[src/rtl/mem_pkg.sv]
// Shared types and constants for the MEM-stage load/store unit.
package mem_pkg;

  typedef struct packed {
    logic rd;
    logic wr;
  } mem_ctrl_t;

  typedef enum logic [1:0] {IDLE, REQ, WAIT_R, DONE} lsu_state_e;

  typedef enum logic [1:0] {SZ_B, SZ_H, SZ_W} lsu_size_e;

  localparam logic [2:0] F3_B  = 3'b000;
  localparam logic [2:0] F3_H  = 3'b001;
  localparam logic [2:0] F3_W  = 3'b010;
  localparam logic [2:0] F3_BU = 3'b100;
  localparam logic [2:0] F3_HU = 3'b101;

  localparam logic [31:0] LSU_TIMEOUT_DATA = 32'hDEAD_BEEF;

  // Unlisted funct3 encodings fall back to word size.
  function automatic lsu_size_e f3_size(input logic [2:0] f3);
    case (f3)
      F3_B, F3_BU: f3_size = SZ_B;
      F3_H, F3_HU: f3_size = SZ_H;
      F3_W:        f3_size = SZ_W;
      default:     f3_size = SZ_W;
    endcase
  endfunction

  function automatic logic f3_signed(input logic [2:0] f3);
    return (f3 == F3_B) || (f3 == F3_H);
  endfunction

endpackage

[src/rtl/mem_lsu_align.sv]
// Lane steering: store byte enables / data replication and load lane extraction / extension.
module mem_lsu_align
  import mem_pkg::*;
(
  input  logic [2:0]  i_funct3,
  input  logic [1:0]  i_off,
  input  logic [31:0] i_wdata,
  input  logic [31:0] i_rdata,
  output logic [3:0]  o_be,
  output logic [31:0] o_wdata,
  output logic [31:0] o_rdata
);

  lsu_size_e   size_c;
  logic        sext_c;
  logic [7:0]  byte_c;
  logic [15:0] half_c;

  always_comb begin
    size_c  = f3_size(i_funct3);
    sext_c  = f3_signed(i_funct3);
    byte_c  = i_rdata[{i_off, 3'b000} +: 8];
    half_c  = i_off[1] ? i_rdata[31:16] : i_rdata[15:0];
    o_be    = 4'b1111;
    o_wdata = i_wdata;
    o_rdata = i_rdata;
    case (size_c)
      SZ_B: begin
        o_be    = 4'b0001 << i_off;
        o_wdata = {4{i_wdata[7:0]}};
        o_rdata = {{24{sext_c & byte_c[7]}}, byte_c};
      end
      SZ_H: begin
        o_be    = 4'b0011 << i_off;
        o_wdata = {2{i_wdata[15:0]}};
        o_rdata = {{16{sext_c & half_c[15]}}, half_c};
      end
      default: ;
    endcase
  end

endmodule

[src/rtl/mem_lsu.sv]
// MEM-stage load/store unit: EX/MEM access -> req/gnt/rvalid word bus, stalls until done.
// Optional watchdog abort enabled by defining LSU_TIMEOUT_EN.
module mem_lsu
  import mem_pkg::*;
#(
  parameter int unsigned TIMEOUT_CYCLES = 256,
  parameter int unsigned TO_CNT_W       = $clog2(TIMEOUT_CYCLES + 1)
) (
  input  logic        i_clk,
  input  logic        i_reset,
  input  logic        i_valid,
  input  mem_ctrl_t   i_ctrlMEM,
  input  logic [2:0]  i_funct3,
  input  logic [31:0] i_memAddr,
  input  logic [31:0] i_writeData,
  output logic        o_stall,
  output logic        o_done,
  output logic [31:0] o_readData,
  output logic        o_misaligned,
  output logic        o_timeout,
  output logic        o_bus_req,
  output logic        o_bus_we,
  output logic [31:0] o_bus_addr,
  output logic [3:0]  o_bus_be,
  output logic [31:0] o_bus_wdata,
  input  logic        i_bus_gnt,
  input  logic        i_bus_rvalid,
  input  logic [31:0] i_bus_rdata
);

  lsu_state_e  state_q, state_d;
  logic [31:0] addr_q, addr_d, wdata_q, wdata_d, rdata_q, rdata_d;
  logic [3:0]  be_q, be_d;
  logic        we_q, we_d;
  logic [2:0]  f3_q, f3_d;
  logic [1:0]  off_q, off_d;

  lsu_size_e   size_c;
  logic        access_c, misal_c, accept_c, rd_fire_c, to_fire_c;
  logic [3:0]  st_be_c;
  logic [31:0] st_wdata_c, ld_data_c;
  logic [31:0] unused_st_rdata, unused_ld_wdata;
  logic [3:0]  unused_ld_be;

  mem_lsu_align u_store_align (
    .i_funct3 (i_funct3),
    .i_off    (i_memAddr[1:0]),
    .i_wdata  (i_writeData),
    .i_rdata  (32'h0),
    .o_be     (st_be_c),
    .o_wdata  (st_wdata_c),
    .o_rdata  (unused_st_rdata)
  );

  mem_lsu_align u_load_align (
    .i_funct3 (f3_q),
    .i_off    (off_q),
    .i_wdata  (32'h0),
    .i_rdata  (i_bus_rdata),
    .o_be     (unused_ld_be),
    .o_wdata  (unused_ld_wdata),
    .o_rdata  (ld_data_c)
  );

  // Access qualification; reset suppresses acceptance in the same cycle.
  always_comb begin
    size_c    = f3_size(i_funct3);
    access_c  = ~i_reset & i_valid & (i_ctrlMEM.rd | i_ctrlMEM.wr);
    misal_c   = access_c & (state_q == IDLE) &
                (((size_c == SZ_H) & i_memAddr[0]) |
                 ((size_c == SZ_W) & (i_memAddr[1:0] != 2'b00)));
    accept_c  = access_c & (state_q == IDLE) & ~misal_c;
    rd_fire_c = ~we_q & i_bus_rvalid &
                (((state_q == REQ) & i_bus_gnt) | (state_q == WAIT_R));
  end

`ifdef LSU_TIMEOUT_EN
  logic [TO_CNT_W-1:0] cnt_q, cnt_d;
  logic                timeout_q, timeout_d;

  // Watchdog fires only when the bus has not completed the access this cycle.
  always_comb begin
    to_fire_c = ((state_q == REQ) | (state_q == WAIT_R)) &
                (cnt_q == TO_CNT_W'(TIMEOUT_CYCLES - 1)) &
                ~((state_q == REQ) & i_bus_gnt & (we_q | i_bus_rvalid)) &
                ~((state_q == WAIT_R) & i_bus_rvalid);
    cnt_d     = cnt_q;
    if (accept_c) cnt_d = '0;
    else if ((state_q == REQ) | (state_q == WAIT_R)) cnt_d = cnt_q + TO_CNT_W'(1);
    timeout_d = to_fire_c;
  end

  always_ff @(posedge i_clk) begin
    if (i_reset) begin
      cnt_q     <= '0;
      timeout_q <= 1'b0;
    end else begin
      cnt_q     <= cnt_d;
      timeout_q <= timeout_d;
    end
  end

  assign o_timeout = timeout_q;
`else
  logic unused_to;
  assign to_fire_c = 1'b0;
  assign o_timeout = 1'b0;
  assign unused_to = ^{TO_CNT_W'(TIMEOUT_CYCLES), LSU_TIMEOUT_DATA};
`endif

  always_ff @(posedge i_clk) begin
    if (i_reset) state_q <= IDLE;
    else         state_q <= state_d;
  end

  always_comb begin
    state_d = state_q;
    case (state_q)
      IDLE:    if (accept_c) state_d = REQ;
      REQ: begin
        if (i_bus_gnt) state_d = (we_q | i_bus_rvalid) ? DONE : WAIT_R;
        else if (to_fire_c) state_d = DONE;
      end
      WAIT_R:  if (i_bus_rvalid | to_fire_c) state_d = DONE;
      DONE:    state_d = IDLE;
      default: state_d = IDLE;
    endcase
  end

  always_comb begin
    o_stall      = accept_c | (state_q == REQ) | (state_q == WAIT_R);
    o_misaligned = misal_c;
    o_done       = (state_q == DONE);
    o_bus_req    = (state_q == REQ);
  end

  // Bus fields are captured at acceptance and held until the next access.
  always_comb begin
    addr_d  = addr_q;
    we_d    = we_q;
    be_d    = be_q;
    wdata_d = wdata_q;
    f3_d    = f3_q;
    off_d   = off_q;
    rdata_d = rdata_q;
    if (accept_c) begin
      addr_d  = {i_memAddr[31:2], 2'b00};
      we_d    = ~i_ctrlMEM.rd;
      be_d    = st_be_c;
      wdata_d = st_wdata_c;
      f3_d    = i_funct3;
      off_d   = i_memAddr[1:0];
    end
    if (rd_fire_c) rdata_d = ld_data_c;
`ifdef LSU_TIMEOUT_EN
    else if (to_fire_c) rdata_d = LSU_TIMEOUT_DATA;
`endif
  end

  always_ff @(posedge i_clk) begin
    if (i_reset) begin
      addr_q  <= '0;
      we_q    <= 1'b0;
      be_q    <= '0;
      wdata_q <= '0;
      f3_q    <= '0;
      off_q   <= '0;
      rdata_q <= '0;
    end else begin
      addr_q  <= addr_d;
      we_q    <= we_d;
      be_q    <= be_d;
      wdata_q <= wdata_d;
      f3_q    <= f3_d;
      off_q   <= off_d;
      rdata_q <= rdata_d;
    end
  end

  assign o_bus_addr  = addr_q;
  assign o_bus_we    = we_q;
  assign o_bus_be    = be_q;
  assign o_bus_wdata = wdata_q;
  assign o_readData  = rdata_q;

endmodule

[config.mk]
export PLATFORM = sky130hd
export DESIGN_NAME = mem_lsu
export DESIGN_NICKNAME = d
export VERILOG_FILES = /design/src/rtl/mem_pkg.sv /design/src/rtl/mem_lsu_align.sv /design/src/rtl/mem_lsu.sv
export SDC_FILE = /design/constraint.sdc
export NUM_CORES = 1
export LEC_CHECK = 0
export ABC_AREA = 0
export ABC_CLOCK_PERIOD_IN_PS = 4550
export CAP_MARGIN = 20
export CORE_MARGIN = 4
export CORE_UTILIZATION = 55
export CTS_BUF_LIST = sky130_fd_sc_hd__clkbuf_8
export CTS_CLUSTER_DIAMETER = 40
export CTS_CLUSTER_SIZE = 14
export DETAILED_ROUTE_END_ITERATION = 16
export DONT_BUFFER_PORTS = 1
export GPL_TIMING_DRIVEN = 0
export MAX_ROUTING_LAYER = met4
export PLACE_DENSITY = 0.7
export SKIP_LAST_GASP = 1
export SYNTH_ARGS = -nofsm -noshare
export SYNTH_HDL_FRONTEND = slang
export SYNTH_HIERARCHICAL = 1
export SYNTH_SLANG_ARGS = --single-unit
[constraint.sdc]
create_clock -name i_clk -period 4.55 [get_ports i_clk]
set_input_delay 0.91 -clock i_clk [delete_from_list [all_inputs] [get_ports i_clk]]
set_output_delay 0.91 -clock i_clk [all_outputs]
set_load 0.01 [all_outputs]
; ---- After elaboration in Yosys (flattened, before gate mapping)
; Index checks and enable logic that the tools add are counted.
[totals]
wordCells = 71
out_inout_bits = 106
register_bits = 106
input_bits = 106
[classes]
n_mux = 11
bitwise_logic = 22
n_shift = 3
reduce_logical = 12
n_eq_ne = 15
[op_table]
columns = operator, n
row1 = $pmux W32 S2, 2
row2 = $shiftx A32 B6 Y8, 1
row3 = $mux W16, 1
row4 = $and A1 B1 Y1, 12
row5 = $eq A3 B3 Y1 const B, 4
row6 = $pmux W2 S2, 2
row7 = $pmux W2 S4, 1
row8 = $pmux W4 S2, 1
row9 = $reduce_or A2 Y1, 4
row10 = $eq A2 B1 Y1 const B, 3
row11 = $eq A2 B2 Y1 const B, 3
row12 = $eq A3 B1 Y1 const B, 2
row13 = $logic_not A2 Y1, 3
row14 = $logic_not A3 Y1, 2
row15 = $mux W2, 3
row16 = $or A1 B1 Y1, 6
row17 = $ne A2 B2 Y1 const B, 2
row18 = $not A1 Y1, 4
row19 = $shl A1 B2 Y4 const A, 1
row20 = $shl A2 B2 Y4 const A, 1
row21 = $reduce_and A3 Y1, 1
row22 = $ne A2 B1 Y1 const B, 1
row23 = $reduce_bool A2 Y1, 1
row24 = $logic_or A1 B1 Y1, 1
row25 = $mux W1, 1

; ---- Depth between registers and ports, before layout
; Gate-level depths: netlist of run 1.
[logic_depth]
depth_word = 11
depth_mapped = 9
ltp_nobuf = 6

; ---- Modules after synthesis
; Netlist of run 1, hierarchy kept.
[modules_own_cells]
columns = module, seq_area_each_um2, cells_per_inst, instances, area_per_inst_um2
row1 = mem_lsu, 2122.0, 489, 1, 3935.0
row2 = mem_lsu_align, 0.0, 184, 2, 1199.9

; ---- Worst setup path after synthesis of run 1
; OpenSTA, ideal clock, no wires.
[synth_path]
path_kind = input to output
startpoint = in i_ctrlMEM[0] (netlist bit)
endpoint = out o_stall
slack_ns = 1.777
path_stages = 4
t_arrival_ns = 1.863
path_buffers = 1
required_ns = 3.640
cell_sequence = or2_2 -> o2111a_1 -> buf_6 -> or3_1
[synth_via]
elab_chain_cells = 8
[synth_rtl]
columns = element, line_no
row1 = from (decl), mem_lsu.sv:12  ; input mem_ctrl_t i_ctrlMEM,
row2 = $or A1 B1 Y1 (*), mem_lsu.sv:68  ; access_c = ~i_reset & i_valid & (i_ctrlMEM.rd | i_ctrlMEM.wr);
row3 = $and A1 B1 Y1 (*), mem_lsu.sv:68
row4 = $and A1 B1 Y1 (*), "mem_lsu.sv:69, mem_lsu.sv:72"
row5 = $and A1 B1 Y1, mem_lsu.sv:69  ; misal_c = access_c & (state_q == IDLE) &
row6 = $not A1 Y1, mem_lsu.sv:72  ; accept_c = access_c & (state_q == IDLE) & ~misal_c;
row7 = $and A1 B1 Y1 (*), mem_lsu.sv:72
row8 = $or A1 B1 Y1 (*) (2 in a row), mem_lsu.sv:131  ; o_stall = accept_c | (state_q == REQ) | (state_q == WAIT_R);
row9 = to (decl), mem_lsu.sv:16  ; output logic o_stall,
; Every way passes the cells marked *; elsewhere a longest branch is shown, timed or not.

; ---- Worst setup path in the final report of run 1
; Same ends and word-level chain as after synthesis.

==> results of run 1 <==
## worst max path at each step
stage | startpoint | end | cells past startpoint
floorplan | i_ctrlMEM[0] | o_stall | 4
global placement | i_ctrlMEM[0] | o_stall | 4
detailed placement | i_ctrlMEM[0] | o_stall | 4
CTS | i_ctrlMEM[0] | o_stall | 4
global route | state_q[0] | o_stall | 5
finish | i_ctrlMEM[0] | o_stall | 4
## placed cells by master, fill, tap and decap left out, types with 3 or more instances in the layout
| master | instances |
|---|---|
| and2_1 | 3 |
| clkbuf_8 | 9 |
| buf_1 | 3 |
| mux2i_1 | 9 |
| nand2b_1 | 4 |
| o2bb2ai_1 | 7 |
| nor4bb_1 | 7 |
| nor2_1 | 5 |
| dfxtp_1 | 106 |
| inv_1 | 14 |
| conb_1 | 3 |
| clkbuf_1 | 32 |
| buf_4 | 11 |
| inv_6 | 3 |
| nand2_1 | 255 |
| o21ai_0 | 19 |
| ha_1 | 5 |
| a21oi_1 | 113 |
| a221o_1 | 15 |
| mux2_2 | 16 |
| buf_6 | 12 |
| buf_2 | 18 |
## worst register-to-register path, stage by stage (launching register included)
cell and delay (ps):
dfxtp_1 360, buf_6 130, mux4_2 520, and3b_1 200
buf_6 140, nor2_4 210, buf_6 170, nand2_1 60
nand2_1 60, a21oi_1 70
## layer usage
metal	vias up	part of all wire, %
met5	-	0
met4	0	3.4
met3	48	13
met2	243	47
met1	2127	37
li1	2279	-
## through the flow
stage | hold WS, ps | power (mW) | instance area, um^2 | setup slack [ps]
CTS | 479 | 2.21 | 5540 | 1690
global route | 503 | 2.32 | 5540 | 1630
global placement | 456 | 1.60 | 5340 | 1700
floorplan | 445 | 1.50 | 5200 | 1780
finish | 477 | 2.19 | 5540 | 1690
detailed placement | 463 | 1.62 | 5340 | 1690
## power breakdown
part,internal [mW],switching [mW]
Sequential,1.00,0.0920
Clock,0.259,0.337
Combinational,0.204,0.296
## sequential cells by signal (all words and copies together), names as in the netlist
name,cells
o_bus_addr,30
state_q,2
o_bus_be,4
o_readData,32
off_q,2
o_bus_we,1
f3_q,3
o_bus_wdata,32
## area by class of cell
cell class                      count  area, um^2  share of cell area (%)
Buffer                             76         439                    7.93
Clock buffer                        9         124                    2.24
Clock inverter                      7        73.8                    1.33
Inverter                           14        52.6                   0.949
Multi-Input combinational cell    491        2590                    46.7
Sequential cell                   106        2120                    38.3
Tap cell                          111         139                    2.51
==> results_dict.tcl, run 1 <==
set metrics [dict create \
    status "finished clean" \
    hold_viol 0 \
    fin_cells 814 \
    cts.sinks 106 \
    area_growth_pct 6.62 \
    grt_pass1_wl_um 23500 \
    use_met3_pct 10.9 \
    io_buffers 0 \
    setup_viol 0 \
    cts_setup_buffers 0 \
    clk_pin_slew_ps 110 \
    synth_area_mm2 0.00519 \
    fin_nets 809 \
    top_usage_layer "met2" \
    clock_latency_ps 370 \
    grt_max_degree 19 \
    regToRegSetupSlack_ps 2500 \
    required_ps 3640 \
    min_to "off_q[1]" \
    leakage_nw 1.99 \
    grt_antenna_before_repair 0 \
    crit_type "primary input to output pin" \
    cts_made_buffers 9 \
    avgRoutedWirePerCell_um 18.2 \
    grt-ovfl-total 0 \
    reg2reg_depth 9 \
    start_util_pct 56.5 \
    fp.dieArea_mm2 0.0111 \
    cpPeakStageDelay_ps 380 \
    max-clock-path-buffers 2 \
    io_pins 212 \
    routed_via_density 5.77 \
    grt_usage_pct 27.2 \
    drt_iter0_markers 236 \
    gp_congestion 1.02 \
    syn_inst 685 \
    ir_drop_v 0.000170 \
    cts_root_buf "clkbuf_8" \
    drv_cap 0 \
    cts_hold_buf 0 \
    cts_tree "built" \
    r2r-start "off_q[1]" \
    tightest_slew_ps 539 \
    hpwl_um 11600 \
    die_width_um 105 \
    postRouteAntennaNets 0 \
    cp.arrival_ps 1950 \
    rsz0062_at_grt "false" \
    totalWireLength_um 14800 \
    use_met2_pct 43.1 \
    whs_path_depth 2 \
    p_per_area_mw_per_mm2 396 \
    core_area_mm2 0.00920 \
    critPathMaxFanout 10 \
    slew_headroom_pct 63.6 \
    drc_errors 0 \
    rows 35 \
    fillers 901 \
    use_met1_pct 30.0 \
    crit_family "simple AND/OR/NAND/NOR gates" \
    path_buf_inv 1 \
    worst_setup_path_start_kind "primary input" \
    die_h_um 105 \
    min_from "off_q[1]" \
    layout_min_cycle_time_ps 2860 \
    grt_pass1_vias 4569 \
    max_freq_mhz 350 \
    utilization_pct 60.2 \
    fin_tns_setup_ps 0 \
    end_kind "output pin" \
    worstHoldPathType "flop to flop" \
    slew_violations 0 \
    drive_gt1_share_pct 11.9 \
    synth_area_per_cell_um2 7.58 \
    diodes 0 \
    cts_resized 0 \
    htree_levels 3 \
    ys_warn_count 6 \
    vias 4697 \
    dp.cells 798 \
    r2r_end "o_readData[17]" \
    crit_path_top_delay_cell "or3_1" \
    dr.pass1.iters 5 \
    period_share_pct 62.9 \
    crit_chain "or2_2 > o2111a_1 > buf_6 > or3_1" \
    fin_skew_ps 10.7 \
]
(Power assumes the default switching activity.)
==> inputs of run 2 (changes only) <==
- ABC_CLOCK_PERIOD_IN_PS: 4550 -> 2590
- PLACE_DENSITY: 0.7 -> 0.73
- clock period: 4.55 -> 2.59 ns (I/O delays scaled with it)
==> run 2 against run 1 <==
Effect of this change: critical path depth increased by 1; flip-flop and latch count unchanged; worst hold slack got worse by 230 ps; largest cell class unchanged; largest power group unchanged.
==> results_dict.tcl, run 2 (same netlist as run 1, synthesis figures left out) <==
set metrics [dict create \
    gp_congestion 1.08 \
    vias 4592 \
    end_kind "output pin" \
    cts.sinks 106 \
    drc_errors 0 \
    drv_cap 0 \
    io_pins 212 \
    grt_pass1_wl_um 22900 \
    cts_root_buf "clkbuf_8" \
    fillers 850 \
    clk_pin_slew_ps 100 \
    crit_path_top_delay_cell "dfxtp_1" \
    min_from "i_ctrlMEM[1]" \
    rows 35 \
    p_per_area_mw_per_mm2 703 \
    crit_type "flop to output pin" \
    routed_via_density 5.65 \
    grt_max_degree 17 \
    hold_viol 0 \
    max_freq_mhz 418 \
    fin_nets 809 \
    status "finished clean" \
    leakage_nw 2.00 \
    fin_skew_ps 11.5 \
    io_buffers 0 \
    area_growth_pct 7.01 \
    min_to "o_bus_we" \
    tightest_slew_ps 528 \
    r2r-start "off_q[1]" \
    place_area_mm2 0.00534 \
    slew_headroom_pct 64.8 \
    hpwl_um 11400 \
    die_width_um 105 \
    regToRegSetupSlack_ps 610 \
    cp.arrival_ps 1880 \
    htree_levels 3 \
    cts_tree "built" \
    drive_gt1_share_pct 11.7 \
    setup_viol 0 \
    ir_drop_v 0.000335 \
    grt_antenna_before_repair 0 \
    reg2reg_depth 9 \
    cts_setup_buffers 0 \
    grt-ovfl-total 0 \
    cts_resized 0 \
    slew_violations 0 \
    power_mw 3.91 \
    crit_chain "inv_1 > ha_1 > o2111a_1 > buf_6 > or3_1" \
    core_area_mm2 0.00920 \
    layout_min_cycle_time_ps 2390 \
    r2r_end "o_readData[30]" \
    final_common_cell "nand2_1" \
    layout_common_cells "255 x nand2_1, 113 x a21oi_1, 106 x dfxtp_1" \
    period_share_pct 92.4 \
    cts_hold_buf 0 \
    dp.cells 798 \
    fp.dieArea_mm2 0.0111 \
    clock_latency_ps 360 \
    start_util_pct 56.5 \
    fin_cells 813 \
    max-clock-path-buffers 2 \
    required_ps 2070 \
    utilization_pct 60.4 \
    dr.pass1.iters 4 \
    cpPeakStageDelay_ps 400 \
    grt_pass1_vias 4503 \
    worstHoldPathType "primary input to flop" \
    totalWireLength_um 14400 \
    worst_setup_path_start_kind "flop" \
    whs_path_depth 1 \
    postRouteAntennaNets 0 \
    drt_iter0_markers 276 \
    avgRoutedWirePerCell_um 17.7 \
    rsz0062_at_grt "false" \
    fin_tns_setup_ps 0 \
    diodes 0 \
    critPathMaxFanout 10 \
    grt_usage_pct 26.3 \
    cts_made_buffers 9 \
    die_h_um 105 \
    design_area_mm2 0.00556 \
]
-- run 2: cell types whose count changed in the layout (fill, tap and decap cells not counted), sizes merged --
cell / previous run / this run
bufinv: 1 / 2
clkbuf: 41 / 42
clkinv: 2 / 1
inv: 17 / 15
-- run 2: final cells by class --
class	instances	area [um^2]	area share [%]
Sequential cell	106	2120	38.2
Tap cell	111	139	2.50
Inverter	14	52.6	0.946
Clock inverter	5	80.1	1.44
Multi-Input combinational cell	491	2590	46.6
Clock buffer	10	138	2.48
Buffer	76	439	7.90
-- run 2: worst max path at each step --
stage	from	end	slack [ps]	cells past startpoint
floorplan	i_ctrlMEM[0]	o_stall	600	4
detailed placement	i_ctrlMEM[0]	o_stall	530	4
finish	state_q[0]	o_stall	200	5
global route	state_q[0]	o_stall	110	5
CTS	state_q[0]	o_stall	170	5
global placement	i_ctrlMEM[0]	o_stall	520	4
-- run 2: metrics by stage --
stage | hold WS [ps] | setup slack, ps
2_1_floorplan | 445 | 601
3_3_place_gp | 458 | 522
4_1_cts | 230 | 174
5_1_grt | 222 | 107
3_5_place_dp | 465 | 525
6_report | 243 | 196
-- run 2: layer usage --
metal	vias up	part of all wire [%]	global-route usage, %
li1	2276	-	-
met1	2099	38	28.7
met3	22	11	10.8
met4	0	2.1	7.87
met2	195	49	43.8
met5	-	0	-
-- run 2: worst max-delay path, delay by kind of cell, from the launching register on --
kind                       cells  cell delay [ps]
AOI/OAI and AO/OA              1              180
adders and majority gates      1              290
and+or+nand+nor                1              370
buffers and inverters          2              280
DFF                            1              400
-- run 2: where the power goes --
part           switching (mW)  total (mW)  internal (mW)
logic                   0.508       0.867          0.359
clock network           0.548        1.11          0.565
registers               0.162        1.93           1.76
